===== src/rtl/cfg_reg_arbiter.sv =====
// Configuration register bank shared between NUM_REQ requesters through a
// round-robin arbiter with a level request / single-cycle acknowledge handshake.
module cfg_reg_arbiter #(
  parameter  int NUM_REQ  = 2,
  parameter  int NUM_REGS = 8,
  parameter  int REG_W    = 8,
  localparam int ADDR_W   = $clog2(NUM_REGS)
) (
  input  logic                       clk,
  input  logic                       rstb,
  input  logic                       ena,
  input  logic [NUM_REQ-1:0]         req,
  input  logic [NUM_REQ-1:0]         we,
  input  logic [NUM_REQ*ADDR_W-1:0]  addr,
  input  logic [NUM_REQ*REG_W-1:0]   wdata,
  output logic [NUM_REQ-1:0]         ack,
  output logic [REG_W-1:0]           rdata,
  output logic                       err,
  output logic                       busy,
  output logic [NUM_REGS*REG_W-1:0]  config_regs
);

  localparam int IDX_W = (NUM_REQ > 1) ? $clog2(NUM_REQ) : 1;

  typedef enum logic [1:0] {IDLE, GRANT, DONE} state_t;

  state_t             state;
  state_t             state_next;
  logic [IDX_W-1:0]   ptr;
  logic [IDX_W-1:0]   cand;
  logic [IDX_W-1:0]   pick;
  logic               found;
  logic               grant_start;
  logic [IDX_W-1:0]   win;
  logic               lat_we;
  logic [ADDR_W-1:0]  lat_addr;
  logic [REG_W-1:0]   lat_wdata;
  logic               in_range;
  logic [REG_W-1:0]   mem [NUM_REGS];

  // First requesting index at or after the pointer, wrapping around.
  always_comb begin
    cand  = '0;
    pick  = '0;
    found = 1'b0;
    for (int i = 0; i < NUM_REQ; i++) begin
      cand = IDX_W'((int'(ptr) + i) % NUM_REQ);
      if (!found && req[cand]) begin
        pick  = cand;
        found = 1'b1;
      end
    end
  end

  assign grant_start = (state == IDLE) && ena && found;
  assign in_range    = (int'(lat_addr) < NUM_REGS);
  assign busy        = (state != IDLE);

  always_ff @(posedge clk or negedge rstb) begin
    if (!rstb) state <= IDLE;
    else       state <= state_next;
  end

  always_comb begin
    state_next = state;
    case (state)
      IDLE:    if (grant_start) state_next = GRANT;
      GRANT:   state_next = DONE;
      DONE:    state_next = IDLE;
      default: state_next = IDLE;
    endcase
  end

  // The winner's request is frozen in IDLE so later input changes cannot
  // corrupt a transaction that is already under way.
  always_ff @(posedge clk or negedge rstb) begin
    if (!rstb) begin
      for (int k = 0; k < NUM_REGS; k++) mem[k] <= '0;
      ptr       <= '0;
      win       <= '0;
      lat_we    <= 1'b0;
      lat_addr  <= '0;
      lat_wdata <= '0;
      ack       <= '0;
      rdata     <= '0;
      err       <= 1'b0;
    end else begin
      case (state)
        IDLE: begin
          if (grant_start) begin
            win       <= pick;
            lat_we    <= we[pick];
            lat_addr  <= addr[int'(pick)*ADDR_W +: ADDR_W];
            lat_wdata <= wdata[int'(pick)*REG_W +: REG_W];
          end
        end
        GRANT: begin
          ack <= NUM_REQ'(1) << win;
          ptr <= (int'(win) == NUM_REQ - 1) ? '0 : win + 1'b1;
          if (!in_range) begin
            err   <= 1'b1;
            rdata <= '0;
          end else if (lat_we) begin
            mem[lat_addr] <= lat_wdata;
            rdata         <= '0;
          end else begin
            rdata <= mem[lat_addr];
          end
        end
        DONE: begin
          ack   <= '0;
          rdata <= '0;
          err   <= 1'b0;
        end
        default: ;
      endcase
    end
  end

  for (genvar k = 0; k < NUM_REGS; k++) begin : g_flat
    assign config_regs[k*REG_W +: REG_W] = mem[k];
  end

endmodule


===== config.mk =====
export PLATFORM = sky130hd
export DESIGN_NAME = cfg_reg_arbiter
export DESIGN_NICKNAME = d
export VERILOG_FILES = /design/src/rtl/cfg_reg_arbiter.sv
export SDC_FILE = /design/constraint.sdc
export NUM_CORES = 1
export LEC_CHECK = 0
export BUFFER_PORTS_ARGS = -buffer_cell sky130_fd_sc_hd__buf_2
export CORE_MARGIN = 2
export CORE_UTILIZATION = 55
export CTS_BUF_LIST = sky130_fd_sc_hd__clkbuf_8
export DETAILED_ROUTE_END_ITERATION = 8
export PLACE_DENSITY_LB_ADDON = 0.3
export SYNTH_ARGS = -nofsm -noshare
export SYNTH_HDL_FRONTEND = slang
export SYNTH_SLANG_ARGS = --single-unit

===== constraint.sdc =====
create_clock -name clk -period 4.9 [get_ports clk]
set_input_delay 0.735 -clock clk [delete_from_list [all_inputs] [get_ports clk]]
set_output_delay 0.735 -clock clk [all_outputs]
set_load 0.005 [all_outputs]

# Word-level counts from Yosys, hierarchy flattened
# Index checks and enable logic that the tools add are counted.
[classes]
muxes = 22
order_cmp = 5
reduce_logical = 10
shifts = 3
addsub = 2
n_div = 0
mul = 1
bitwise_logic = 1
eq_ne = 3
[ops]
columns = ["cell", "n"]
rows = [
  ["bitwise mux 64 bit", 1],
  ["2-to-1 mux 8 bit", 4],
  ["binary-select mux 8 bit (select 3 bit)", 1],
  ["demux 8 bit (select 3 bit)", 1],
  ["case mux 8 bit (2 select lines)", 1],
  ["indexed part select 16 x 5 -> 8 bit", 1],
  ["2-to-1 mux 1 bit", 11],
  ["case mux 2 bit (2 select lines)", 2],
  ["< comparator 1 x 2 -> 1 bit (second input constant)", 3],
  ["indexed part select 6 x 4 -> 3 bit", 1],
  [">= comparator 4 bit (second input constant)", 1],
  ["logical AND 1 bit", 4],
  ["< comparator 4 x 1 -> 1 bit (second input constant)", 1],
  ["inverter 3 -> 4 bit", 1],
  ["AND reduction 2 bit", 2],
  ["nonzero test 2 bit", 2],
  ["multiplier 1 x 2 -> 3 bit (second input constant)", 1],
  ["adder 1 bit (second input constant)", 2],
  ["== test 2 x 1 -> 1 bit (second input constant)", 1],
  ["== test 2 bit (second input constant)", 1],
  ["logical NOT 2 bit", 1],
  ["2-to-1 mux 2 bit", 1],
  ["inequality test 2 bit (second input constant)", 1],
  ["<< shifter 1 x 1 -> 2 bit (first input constant)", 1],
  ["logical NOT 1 bit", 1],
]
[totals]
mem_bits_rw = 0
out_inout_bits = 76
regBits = 90
memories = 0
latch_bits = 0
word_cells = 63
romBits = 0

# Logic depth before layout (Yosys ltp)
[logic_depth]
ltp_word = 9
mapped_depth = 7

# Worst setup path before layout
# No wires, ideal clock.
[synth_path]
kind = "reg-to-reg"
startpoint = "register state[0]"
endpoint = "register rdata[6]"
t_arrival_ns = 1.709
setup_slack_ns = 3.115
path_stages_with_launch = 8
n_path_buf = 1
period_less_slack_ns = 1.785
setup_ns = 0.076
path_cell_list = "dfrtp_1 > inv_1 > ha_1 > inv_1 > or3_1 > buf_2 > o32a_1 > o21ai_1"
[synth_between]
elab_chain_len = 2
elab_cells_between_ends = 4
cone_classes = "eq/ne: 2; mux: 1; reduce/logical: 1"
[synth_lines]
columns = ["item", "line", "rtl"]
rows = [
  ["start: declaration", "27", "state_t state;"],
  ["start signal: assignment", "61", "else state <= state_next;"],
  ["== test 2 bit / == test 2 x 1 -> 1 bit (equally long branches)", "88", "case (state)"],
  ["case mux 8 bit (2 select lines) / nonzero test 2 bit (equally long branches)", "n/a", ""],
  ["end signal: assignment", "107", "rdata <= mem[lat_addr];"],
  ["end: declaration", "17", "output logic [REG_W-1:0] rdata,"],
]
# Parallel ways exist; a longest one is shown, timed or not.
# A chain may end at the register's enable or synchronous reset.

# Worst setup path in the final report
[layout_path]
startpoint = "register lat_addr[0]"
endpoint = "register mem, in the netlist config_regs[4]"
[layout_between]
elab_chain_len = 6
elab_cells_between_ends = 7
cone_classes = "order compare: 2; mux: 3; bitwise: 1; reduce/logical: 1"
[layout_lines]
columns = ["item", "line", "rtl"]
rows = [
  ["start: declaration", "36", "logic [ADDR_W-1:0] lat_addr;"],
  ["start signal: assignment", "93", "lat_addr <= addr[int'(pick)*ADDR_W +: ADDR_W];"],
  ["inverter 3 -> 4 bit (implied by the code) *", "104", "mem[lat_addr] <= lat_wdata;"],
  [">= comparator 4 bit (implied by the code) / < comparator 4 x 1 -> 1 bit (equally long branches)", "104", ""],
  ["logical AND 1 bit (implied by the code)", "104", ""],
  ["2-to-1 mux 8 bit (implied by the code)", "104", ""],
  ["demux 8 bit (select 3 bit) *", "104", ""],
  ["bitwise mux 64 bit *", "104", ""],
  ["end signal: indexed assignment", "104", ""],
  ["end: declaration", "39", "logic [REG_W-1:0] mem [NUM_REGS];"],
]
# Mark *: on every way between the ends. The rest lies on a longest branch, timed or not.

==> flow_metrics.env <==
export IMPL_hold_class="reg2reg"
export IMPL_synth_adder_area_share_pct=1.498
export IMPL_cp_slowest_cell="dfrtp_1"
export IMPL_die_h_um=91.14
export IMPL_rows=31
export IMPL_area_growth_pct=18.54
export IMPL_initial_core_util_pct=57.28
export IMPL_cts_buffers=9
export IMPL_netlist_area_leader_share_pct=53.92
export IMPL_place_hpwl_um=6903
export IMPL_clk_latency_ns=0.36
export IMPL_max_stage_delay_ns=0.77
export IMPL_rsz0062_at_grt="false"
export IMPL_yosys_area_share_simple_pct=8.089
export IMPL_crit_type="reg2reg"
export IMPL_gp_congestion=0.8087
export IMPL_htree_levels=3
export IMPL_synth_most_common_cell="dfrtp_1"
export IMPL_dr_first_iter_drc_count=191
export IMPL_routedWlPerCell_um=19.40
export IMPL_synth_compound_area_share_pct=8.418
export IMPL_grt_pass1_vias=2940
export IMPL_reg2reg_depth=4
export IMPL_grt_max_degree=91
export IMPL_synth_area_um2=4177
export IMPL_r2r_setup_slack_ns=2.56
export IMPL_cts_tree="yes"
export IMPL_core_um2=7292
export IMPL_grt_total_usage_pct=25.76
export IMPL_synthCells=319
export IMPL_crit_path_end="config_regs[4]"
export IMPL_first_pass_iters=5
export IMPL_leakage_nw=2.551
export IMPL_grt_overflow=0
export IMPL_cts_root_buffer="clkbuf_8"
export IMPL_clkTransAtPathRegs_ns=0.08
export IMPL_fin_ws_ns=2.557
export IMPL_ant_nets=0
export IMPL_path_max_fanout=22
export IMPL_synthDistinctLibCells=41
export IMPL_drv_cap=0
export IMPL_place_ws_ns=2.630
export IMPL_synth_top_cell_by_area="dfrtp_1"
export IMPL_crit_path_start_kind="flop"
export IMPL_wl_um=10130
export IMPL_antenna_diode_count=0
export IMPL_ys_seq_elements=90
export IMPL_slew_violations=0
export IMPL_synthTopCellsByCount="dfrtp_1, mux2_2, nand2_1, mux2i_1, o21ai_0"
export IMPL_num_vias=3050
export IMPL_cellPowerDensity_nw_per_um2=644.1
export IMPL_path_depth=4
export IMPL_setup_viol=0
export IMPL_cts_path_max_buffers=2
export IMPL_cts_hold_buffers=0
export IMPL_reg2reg_from="lat_addr[0]"
export IMPL_antenna_found_initial=0
export IMPL_remaining_drc_errors=0
export IMPL_synth_xor_area_share_pct=0
export IMPL_relSlewSlack_pct=25.87
export IMPL_cp_startpoint="lat_addr[0]"
export IMPL_hold_violations=0
export IMPL_period_needed_ns=2.343
export IMPL_fin_skew_ns=0.01292
export IMPL_cts_setup_buffers=0
export IMPL_fp_dieW_um=91.14
export IMPL_max_freq_mhz=426.7
export IMPL_tightest_slew_ns=1.112
export IMPL_crit_arrival_ns=2.58
export IMPL_cp_num_buf_inv=1
export IMPL_vias_per_cell=5.843
export IMPL_fp_dieArea_um2=8307
export IMPL_muxShareOfSynthArea_pct=25.19
export IMPL_fin_setup_tns_ns=0
export IMPL_synthArstFlopShare_pct=100.0
export IMPL_grt_first_pass_wirelength_um=16410
export IMPL_fin_crit_sh_pct=47.82
export IMPL_cp_end_kind="flop"
export IMPL_final_nets=453
export IMPL_yosys_top_cells_area="dfrtp_1, mux2_2, mux2i_1, nand2_1, o21ai_0"
export IMPL_synth_top_family_by_area="multiplexers"
export IMPL_cts_resized=0
export IMPL_synth_ff_type="dfrtp_1"
export IMPL_drive_above_1_share_pct=47.28
export IMPL_crit_chain="inv_2 -> nand3_4 -> nor3_4 -> mux2_2"
export IMPL_syn_area_per_cell_um2=13.09
export IMPL_outcome="completed"
export IMPL_cts_sinks=90
export IMPL_vdd_drop_max_mv=0.3259
export IMPL_yosys_warnings=0
export IMPL_cp_data_required_time_ns=5.14
export IMPL_io_buffers=103
export IMPL_ios=105
export IMPL_synthesis_nets=353
export IMPL_synth_edf_count=0
export IMPL_synth_seq_area_share_pct=53.92
export IMPL_cp_top_family="flip-flops"
export IMPL_timing_rr_end="config_regs[4]"
[worst reg2reg max path, delay by kind of cell (launching register included)]
| kind | cells | cell delay, ns |
|---|---|---|
| buffers and inverters | 1 | 0.43 |
| DFF | 1 | 0.77 |
| muxes | 1 | 0.40 |
| and+or+nand+nor | 2 | 0.63 |
[per-layer routing]
metal  track usage [%]  vias up  share of wire (%)
met2             41.42      114                 48
met1             36.08     1562                 44
met5                 0        -                  0
met3             6.722       11                6.1
li1                  -     1363                  -
met4             4.545        0                1.1
[cells in the final DEF, fill, tap and decap left out, types with 5 or more instances in the layout]
cell type,Yosys,layout
clkbuf_8,0,9
nand2_1,25,25
buf_2,8,102
a221oi_1,8,8
dfrtp_1,90,90
a21oi_1,5,5
mux2_2,67,67
o21ai_0,17,17
ha_1,5,5
o22ai_1,6,6
mux2i_1,23,23
nor2_4,6,6
inv_1,8,11
[metrics by stage]
| step | power [W] | std cells | instance area, um2 | util, % | hold slack, ns |
|---|---|---|---|---|---|
| after floorplan | 0.002127 | 319 | 4177 | - | 0.4394 |
| after global placement | 0.002609 | 507 | 4751 | 65.15 | 0.4764 |
| after detailed placement | 0.002667 | 507 | 4751 | 65.15 | 0.4880 |
| after CTS | 0.003194 | 522 | 4951 | 67.90 | 0.5108 |
| after global routing | 0.003395 | 522 | 4951 | 67.90 | 0.5428 |
| final | 0.003189 | 522 | 4951 | 67.90 | 0.5146 |
[cell families (layout without fill, tap and decap cells)]
logic type	count (synthesis)	count (layout)
mux	94	94
flops	90	90
compound gates	52	52
simple gates	52	52
buf+inv	25	129
fa+ha+maj	5	5
other cells	1	1
[layout make-up]
type / count / area, um2
clock buffers: 9 / 123.9
flip-flops and latches: 90 / 2252
inverters: 9 / 33.78
well taps: 99 / 123.9
repair buffers: 105 / 533.0
multi-input cells: 204 / 1808
clock inverters: 6 / 76.32
fillers: 581 / 2341
[sequential cells by signal, indices dropped and copies added (netlist names)]
signal,flops
state,2
win,1
lat_we,1
ptr,1
lat_wdata,8
ack,2
lat_addr,3
rdata,8
config_regs,64
[worst min-delay path by stage]
stage                  start  endpoint  slack (ns)  cells after the start
detailed placement    ack[0]    ack[0]        0.49                      2
global route        rdata[2]  rdata[2]        0.54                      1
floorplan               rstb    ack[0]        0.44                      0
CTS                   ack[0]    ack[0]        0.51                      2
finish                ack[0]    ack[0]        0.51                      2
global placement      ack[0]    ack[0]        0.48                      2
[report_power, final]
group / internal (W) / leakage [nW] / switching [W]
Clock: 0.000279 / 0.113 / 0.000247
Sequential: 0.00107 / 1.19 / 0.000410
Combinational: 0.000624 / 1.25 / 0.000562
Note: power is estimated with default switching activity, not from simulation.
